==> config.mk <==
export PLATFORM = sky130hd
export DESIGN_NAME = fsic_phase_lock_ctrl_flat
export DESIGN_NICKNAME = d
export VERILOG_FILES = /design/src/rtl/fsic_phase_ctrl_pkg.sv /design/src/rtl/fsic_phase_lock_ctrl_if.sv /design/src/rtl/fsic_phase_seq_checker.sv /design/src/rtl/fsic_phase_lock_ctrl.sv /design/src/flat_wrapper.sv
export SDC_FILE = /design/constraint.sdc
export NUM_CORES = 1
export LEC_CHECK = 0
export ABC_AREA = 1
export BUFFER_PORTS_ARGS = -buffer_cell sky130_fd_sc_hd__buf_4
export CORE_ASPECT_RATIO = 0.6
export CORE_MARGIN = 4
export CORE_UTILIZATION = 53
export CTS_CLUSTER_SIZE = 24
export DETAILED_ROUTE_END_ITERATION = 6
export PLACE_DENSITY = 0.89
export SYNTH_ARGS = -nofsm -noshare
export SYNTH_HDL_FRONTEND = slang
export SYNTH_SLANG_ARGS = --single-unit
==> constraint.sdc <==
create_clock -name ioclk -period 1.9 [get_ports ioclk]
set_clock_uncertainty 0.2 [all_clocks]
set_input_delay 0.38 -clock ioclk [delete_from_list [all_inputs] [get_ports ioclk]]
set_output_delay 0.38 -clock ioclk [all_outputs]
set_load 0.05 [all_outputs]
==> src/rtl/fsic_phase_ctrl_pkg.sv <==
// Shared constants for the io_serdes phase-lock controller: FSM encoding and
// error-counter sizing, plus the saturating increment used on err_cnt.
package fsic_phase_ctrl_pkg;

    typedef logic [1:0] fsm_state_t;

    localparam fsm_state_t IDLE    = 2'd0;
    localparam fsm_state_t ACQUIRE = 2'd1;
    localparam fsm_state_t LOCKED  = 2'd2;

    localparam int                   ERR_CNT_W   = 8;
    localparam logic [ERR_CNT_W-1:0] ERR_CNT_MAX = 8'd255;

    function automatic logic [ERR_CNT_W-1:0] err_cnt_inc(input logic [ERR_CNT_W-1:0] cnt);
        return (cnt == ERR_CNT_MAX) ? cnt : cnt + 1'b1;
    endfunction

endpackage

==> src/rtl/fsic_phase_lock_ctrl_if.sv <==
// Signal bundle between the phase-lock controller and its environment
// (phase counter, config and serializer/deserializer strobes).
interface fsic_phase_lock_ctrl_if #(
    parameter int pCLK_RATIO = 4
);
    import fsic_phase_ctrl_pkg::*;

    localparam int CW = $clog2(pCLK_RATIO);

    // No valid/ready pairs here: phase_cnt_in is sampled every ioclk cycle,
    // tx_load/rx_capture/lost_lock are single-cycle strobes with no backpressure.
    logic                 enable;
    logic [CW-1:0]        phase_cnt_in;
    logic [CW-1:0]        load_phase;
    logic                 clear_err;
    logic                 tx_load;
    logic                 rx_capture;
    logic                 locked;
    logic                 lost_lock;
    fsm_state_t           state;
    logic [ERR_CNT_W-1:0] err_cnt;

    modport master (
        output enable, phase_cnt_in, load_phase, clear_err,
        input  tx_load, rx_capture, locked, lost_lock, state, err_cnt
    );

    modport slave (
        input  enable, phase_cnt_in, load_phase, clear_err,
        output tx_load, rx_capture, locked, lost_lock, state, err_cnt
    );

endinterface

==> src/rtl/fsic_phase_seq_checker.sv <==
// Holds the previous phase sample and classifies the current sample as a
// clean modulo-pCLK_RATIO advance (good) or not (bad).
module fsic_phase_seq_checker #(
    parameter int pCLK_RATIO = 4,
    parameter int CW         = $clog2(pCLK_RATIO)
) (
    input  logic          ioclk,
    input  logic          axis_rst,
    input  logic          clr,
    input  logic [CW-1:0] phase_cnt_in,
    output logic          good,
    output logic          bad
);

    logic [CW-1:0] prev;
    logic          prev_valid;
    logic [CW:0]   expected;
    logic          in_range;

    always_ff @(posedge ioclk) begin
        if (axis_rst || clr) begin
            prev       <= '0;
            prev_valid <= 1'b0;
        end else begin
            prev       <= phase_cnt_in;
            prev_valid <= 1'b1;
        end
    end

    // One extra bit so an out-of-range prev never wraps onto a legal value.
    assign expected = (prev == CW'(pCLK_RATIO - 1)) ? '0 : ({1'b0, prev} + 1'b1);
    assign in_range = ({1'b0, phase_cnt_in} < (CW+1)'(pCLK_RATIO));

    assign good = prev_valid && ({1'b0, phase_cnt_in} == expected) && in_range;
    assign bad  = prev_valid && !good;

endmodule

==> src/rtl/fsic_phase_lock_ctrl.sv <==
// Phase-lock sequencer: acquires lock on the ioclk phase count, issues the
// per-coreclk TX load / RX capture strobes while locked, drops lock on errors.
module fsic_phase_lock_ctrl
    import fsic_phase_ctrl_pkg::*;
#(
    parameter int pCLK_RATIO   = 4,
    parameter int pLOCK_CYCLES = 8,
    parameter int pERR_LIMIT   = 2
) (
    input  logic                   ioclk,
    input  logic                   axis_rst,
    fsic_phase_lock_ctrl_if.slave  bus
);

    localparam int CW   = $clog2(pCLK_RATIO);
    localparam int GR_W = $clog2(pLOCK_CYCLES + 1);
    localparam int BR_W = $clog2(pERR_LIMIT + 1);

    localparam logic [CW-1:0]   PH_LAST = CW'(pCLK_RATIO - 1);
    localparam logic [GR_W-1:0] GR_LAST = GR_W'(pLOCK_CYCLES - 1);
    localparam logic [BR_W-1:0] BR_LAST = BR_W'(pERR_LIMIT - 1);

    fsm_state_t           state_q, state_d;
    logic [GR_W-1:0]      good_run_q, good_run_d;
    logic [BR_W-1:0]      bad_run_q, bad_run_d;
    logic [ERR_CNT_W-1:0] err_cnt_q, err_cnt_d;
    logic                 lost_lock_q, lost_lock_d;
    logic                 locked_q;
    logic                 tx_load_q, tx_load_d;
    logic                 rx_capture_q, rx_capture_d;

    logic good, bad, chk_clr, sample_ok, count_bad;

    // The reference sample is re-taken whenever the controller is not running.
    assign chk_clr = !bus.enable || ((state_q != ACQUIRE) && (state_q != LOCKED));

    fsic_phase_seq_checker #(
        .pCLK_RATIO (pCLK_RATIO)
    ) u_seq_checker (
        .ioclk        (ioclk),
        .axis_rst     (axis_rst),
        .clr          (chk_clr),
        .phase_cnt_in (bus.phase_cnt_in),
        .good         (good),
        .bad          (bad)
    );

    always_comb begin
        state_d     = state_q;
        good_run_d  = good_run_q;
        bad_run_d   = bad_run_q;
        lost_lock_d = 1'b0;
        if (!bus.enable) begin
            state_d    = IDLE;
            good_run_d = '0;
            bad_run_d  = '0;
        end else begin
            case (state_q)
                IDLE: begin
                    state_d    = ACQUIRE;
                    good_run_d = '0;
                    bad_run_d  = '0;
                end
                ACQUIRE: begin
                    if (good) begin
                        if (good_run_q == GR_LAST) begin
                            state_d    = LOCKED;
                            good_run_d = '0;
                        end else begin
                            good_run_d = good_run_q + 1'b1;
                        end
                    end else if (bad) begin
                        good_run_d = '0;
                    end
                end
                LOCKED: begin
                    if (bad) begin
                        if (bad_run_q == BR_LAST) begin
                            state_d     = ACQUIRE;
                            lost_lock_d = 1'b1;
                            bad_run_d   = '0;
                        end else begin
                            bad_run_d = bad_run_q + 1'b1;
                        end
                    end else if (good) begin
                        bad_run_d = '0;
                    end
                end
                default: begin
                    state_d    = IDLE;
                    good_run_d = '0;
                    bad_run_d  = '0;
                end
            endcase
        end
    end

    // Strobes only trust a sample that is both in LOCKED and a clean advance.
    assign sample_ok = bus.enable && (state_q == LOCKED) && good;
    assign count_bad = bus.enable && (state_q == LOCKED) && bad;

    always_comb begin
        tx_load_d    = sample_ok && (bus.phase_cnt_in == bus.load_phase);
        rx_capture_d = sample_ok && (bus.phase_cnt_in == PH_LAST);
        err_cnt_d    = err_cnt_q;
        if (bus.clear_err) begin
            err_cnt_d = '0;
        end else if (count_bad) begin
            err_cnt_d = err_cnt_inc(err_cnt_q);
        end
    end

    always_ff @(posedge ioclk) begin
        if (axis_rst) begin
            state_q      <= IDLE;
            good_run_q   <= '0;
            bad_run_q    <= '0;
            err_cnt_q    <= '0;
            lost_lock_q  <= 1'b0;
            locked_q     <= 1'b0;
            tx_load_q    <= 1'b0;
            rx_capture_q <= 1'b0;
        end else begin
            state_q      <= state_d;
            good_run_q   <= good_run_d;
            bad_run_q    <= bad_run_d;
            err_cnt_q    <= err_cnt_d;
            lost_lock_q  <= lost_lock_d;
            locked_q     <= (state_d == LOCKED);
            tx_load_q    <= tx_load_d;
            rx_capture_q <= rx_capture_d;
        end
    end

    assign bus.state      = state_q;
    assign bus.locked     = locked_q;
    assign bus.lost_lock  = lost_lock_q;
    assign bus.tx_load    = tx_load_q;
    assign bus.rx_capture = rx_capture_q;
    assign bus.err_cnt    = err_cnt_q;

endmodule

==> src/flat_wrapper.sv <==
// flat-port wrapper written by rule: the top's interface ports become plain ports
module fsic_phase_lock_ctrl_flat import fsic_phase_ctrl_pkg::*;
#(
    parameter int pCLK_RATIO   = 4,
    parameter int pLOCK_CYCLES = 8,
    parameter int pERR_LIMIT   = 2
)
  (ioclk, axis_rst, bus_enable, bus_phase_cnt_in, bus_load_phase, bus_clear_err, bus_tx_load, bus_rx_capture, bus_locked, bus_lost_lock, bus_state, bus_err_cnt);
  fsic_phase_lock_ctrl_if #(.pCLK_RATIO(pCLK_RATIO)) bus_i ();
  input  logic ioclk;
  input  logic axis_rst;
  input wire logic [$bits(bus_i.enable)-1:0] bus_enable;
  input wire logic [$bits(bus_i.phase_cnt_in)-1:0] bus_phase_cnt_in;
  input wire logic [$bits(bus_i.load_phase)-1:0] bus_load_phase;
  input wire logic [$bits(bus_i.clear_err)-1:0] bus_clear_err;
  output wire logic [$bits(bus_i.tx_load)-1:0] bus_tx_load;
  output wire logic [$bits(bus_i.rx_capture)-1:0] bus_rx_capture;
  output wire logic [$bits(bus_i.locked)-1:0] bus_locked;
  output wire logic [$bits(bus_i.lost_lock)-1:0] bus_lost_lock;
  output wire logic [$bits(bus_i.state)-1:0] bus_state;
  output wire logic [$bits(bus_i.err_cnt)-1:0] bus_err_cnt;
  assign bus_i.enable = bus_enable;
  assign bus_i.phase_cnt_in = bus_phase_cnt_in;
  assign bus_i.load_phase = bus_load_phase;
  assign bus_i.clear_err = bus_clear_err;
  assign bus_tx_load = bus_i.tx_load;
  assign bus_rx_capture = bus_i.rx_capture;
  assign bus_locked = bus_i.locked;
  assign bus_lost_lock = bus_i.lost_lock;
  assign bus_state = bus_i.state;
  assign bus_err_cnt = bus_i.err_cnt;
  fsic_phase_lock_ctrl #(.pCLK_RATIO(pCLK_RATIO), .pLOCK_CYCLES(pLOCK_CYCLES), .pERR_LIMIT(pERR_LIMIT)) u_core (.ioclk(ioclk), .axis_rst(axis_rst), .bus(bus_i));
endmodule
==> reports/results.txt <==
Clk network pwr share - 0.295
type of the most critical hold path - in2reg
M2 GR Usage - 0.272
switching power share of the total - 0.255
met1 GRT Util - 0.263
CTS tree - yes
core area - 1950 µm²
clock buffer depth - 2
Critical Path Fanout Max - 12
M3 GR Usage - 0.0685
Syn. warnings - 0
r2r setup slk - 0.06 ns
die height - 44.1 µm
PwrDens - 567 nW/µm²
placed insts - 211
Max Fclk - 543 MHz
Post-Syn Area - 1150 µm²
Post-CTS Resized - 0
most frequent cells in the layout - nand2_1 (33), nor2_1 (25), buf_4 (25)
Non-Filler Instances - 215
drt initial violations - 87
First-pass DRT Iterations - 7
final wirelength - 2870 µm
initial antenna violation count - 0
wire length of the first global-routing pass - 4190 µm
clk slew on worst S/H paths - 0.13 ns
synthesized instance count - 159
sequential power share - 0.608
Final Slew Violations - 0
status - complete, but fails checks
WP data arrival - 1.91 ns
combinational share of power - 0.097
commonest non-fill, non-tap cell in the layout - nand2_1
relative max-transition margin - 0.757
post-route ant nets - 0
Cell Int Power - 599 µW
area growth from synthesis to layout - 23.3%
row count - 12
CP max stage delay - 0.37 ns
crit path launch type - flop
vias in the first global route - 954
Via Count - 1146
GRT overflow - 0
Hold Violations, Final - 0
CTS Buf Count - 3
Initial Util - 0.589
worst slew pin tran - 0.364 ns
Die W - 68.1 µm
crit share post-route - 0.970
Root Buffer Master - clkbuf_4
drt wl/cell - 13.3 µm
worst skew pair latency - 0.33 ns
kind of critical path - reg2reg
Leak - 0.000648 µW
register area share after synthesis - 0.400
Remaining DRCs - 2
minimum clock period after layout - 1.84 ns
Synth cell types - 22
synthesized flop and latch total - 23
slowest CP cell - dfxtp_2
fin util - 0.726
H-tree depth - 1
post-CTS repair timing setup buffer count - 0
pin count of the biggest net entering global routing - 13
DR vias/cell - 5.33
worst endpoint required time - 1.97 ns
crit path cell chain - inv_1 -> ha_1 -> nand2_1 -> nor2_1 -> nand2_4 -> o21ai_1 -> nand2_1 -> nor2_1
# fillers - 144
Mapped Avg Cell Area - 7.23 µm²
antenna cells - 0
maxcap violations - 0
port bufs - 21
die area - 3000 µm²
VDD IR-drop max - 0.445 mV
share of cells above drive strength 1 - 0.219
Final HPWL DP - 2220 µm
NetSw - 205 µW
RePlAce Congestion - 0.845
CP Capture Type - flop
gr busiest metal - met2
Syn Nets - 174
failing checks - design-rule violations
Final nets - 203
CTS Hold Bufs - 0
GRT Total Usage - 0.192
num ports - 22
TritonCTS Sinks - 23
Final setup viols - 0
worst max-delay path: cells and delay by family, from the launching register on:
| kind | cells | cell delay (ns) |
|---|---|---|
| fa+ha+maj | 1 | 0.29 |
| simple gates | 5 | 0.68 |
| buf+inv | 1 | 0.10 |
| compound gates | 1 | 0.15 |
| flops | 1 | 0.37 |
per-layer routing:
metal,vias up,wire length (µm)
li1,564,-
met1,518,1280
met2,61,1210
met3,3,352
met4,0,30
met5,-,0
metrics by stage:
stage / TNS (ns) / power, µW / hold WS [ns] / area, µm² / worst slack [ns]
after floorplan: 0 / 538 / 0.209 / 1150 / 0.0676
after global placement: 0 / 568 / 0.220 / 1370 / 0.148
after detailed placement: 0 / 571 / 0.240 / 1370 / 0.0750
after CTS: 0 / 803 / 0.0264 / 1390 / 0.0552
after global routing: -0.174 / 833 / 0.0323 / 1420 / -0.0400
final: 0 / 804 / 0.0427 / 1420 / 0.0577
state kept, by name, summed over array words and instances (netlist names):
name                             cells
u_core.bus.lost_lock                 1
u_core.bus.rx_capture                1
u_core.bus.err_cnt                   8
u_core.u_seq_checker.prev_valid      1
u_core.bad_run_q                     2
u_core.bus.state                     2
u_core.good_run_q                    4
u_core.u_seq_checker.prev            2
u_core.bus.locked                    1
u_core.bus.tx_load                   1
kinds of logic after synthesis:
kind of cell,synth area share
buffers and inverters,0.0783
and+or+nand+nor,0.284
xor gates and xnor gates,0.0609
AOI/OAI and AO/OA,0.100
DFF,0.400
adders and majority gates,0.0762
power groups by stage:
stage / logic [µW] / clock network (µW) / registers (µW)
after detailed placement: 71.9 / 0 / 499
after global placement: 69.0 / 0 / 499
after floorplan: 35.8 / 0 / 503
after CTS: 72.5 / 242 / 488
final: 77.6 / 237 / 489
after global routing: 83.9 / 260 / 489
final cells by class:
type / count / area, µm² / area share
inverters: 21 / 81.3 / 0.0574
multi-input cells: 114 / 622 / 0.439
repair buffers: 25 / 188 / 0.132
clock buffers: 4 / 26.3 / 0.0185
flip-flops and latches: 23 / 465 / 0.328
well taps: 28 / 35.0 / 0.0247
synth_stat cells:
cell | count | area (µm²)
nand3b_1 | 1 | 7.51
nand3_1 | 9 | 45.0
o21ai_0 | 4 | 20.0
xor2_1 | 3 | 26.3
nand2_2 | 1 | 6.26
nor2_1 | 25 | 93.8
o21ai_1 | 1 | 5.00
ha_1 | 7 | 87.6
nand4_1 | 2 | 12.5
xnor2_1 | 5 | 43.8
nor3_1 | 5 | 25.0
and3_1 | 1 | 6.26
a21oi_1 | 13 | 65.1
o21bai_1 | 1 | 7.51
inv_1 | 20 | 75.1
buf_6 | 1 | 11.3
o21ai_2 | 1 | 8.76
nand2_1 | 33 | 124
inv_2 | 1 | 3.75
nor2_2 | 1 | 6.26
dfxtp_1 | 23 | 460
a21oi_2 | 1 | 8.76
worst paths after layout:
check / cells past startpoint / startpoint / to
setup / recovery: 8 / u_core.bus.state[0]$_SDFF_PP0_ / u_core.bus.err_cnt[4]$_SDFFE_PP0P_
hold / removal: 2 / axis_rst / u_core.bus.state[0]$_SDFF_PP0_
hold reg to reg: 2 / u_core.bad_run_q[1]$_SDFFE_PP0P_ / u_core.bad_run_q[1]$_SDFFE_PP0P_
setup reg to reg: 8 / u_core.bus.state[0]$_SDFF_PP0_ / u_core.bus.err_cnt[4]$_SDFFE_PP0P_
No activity file was read; power rests on OpenSTA's default activity.
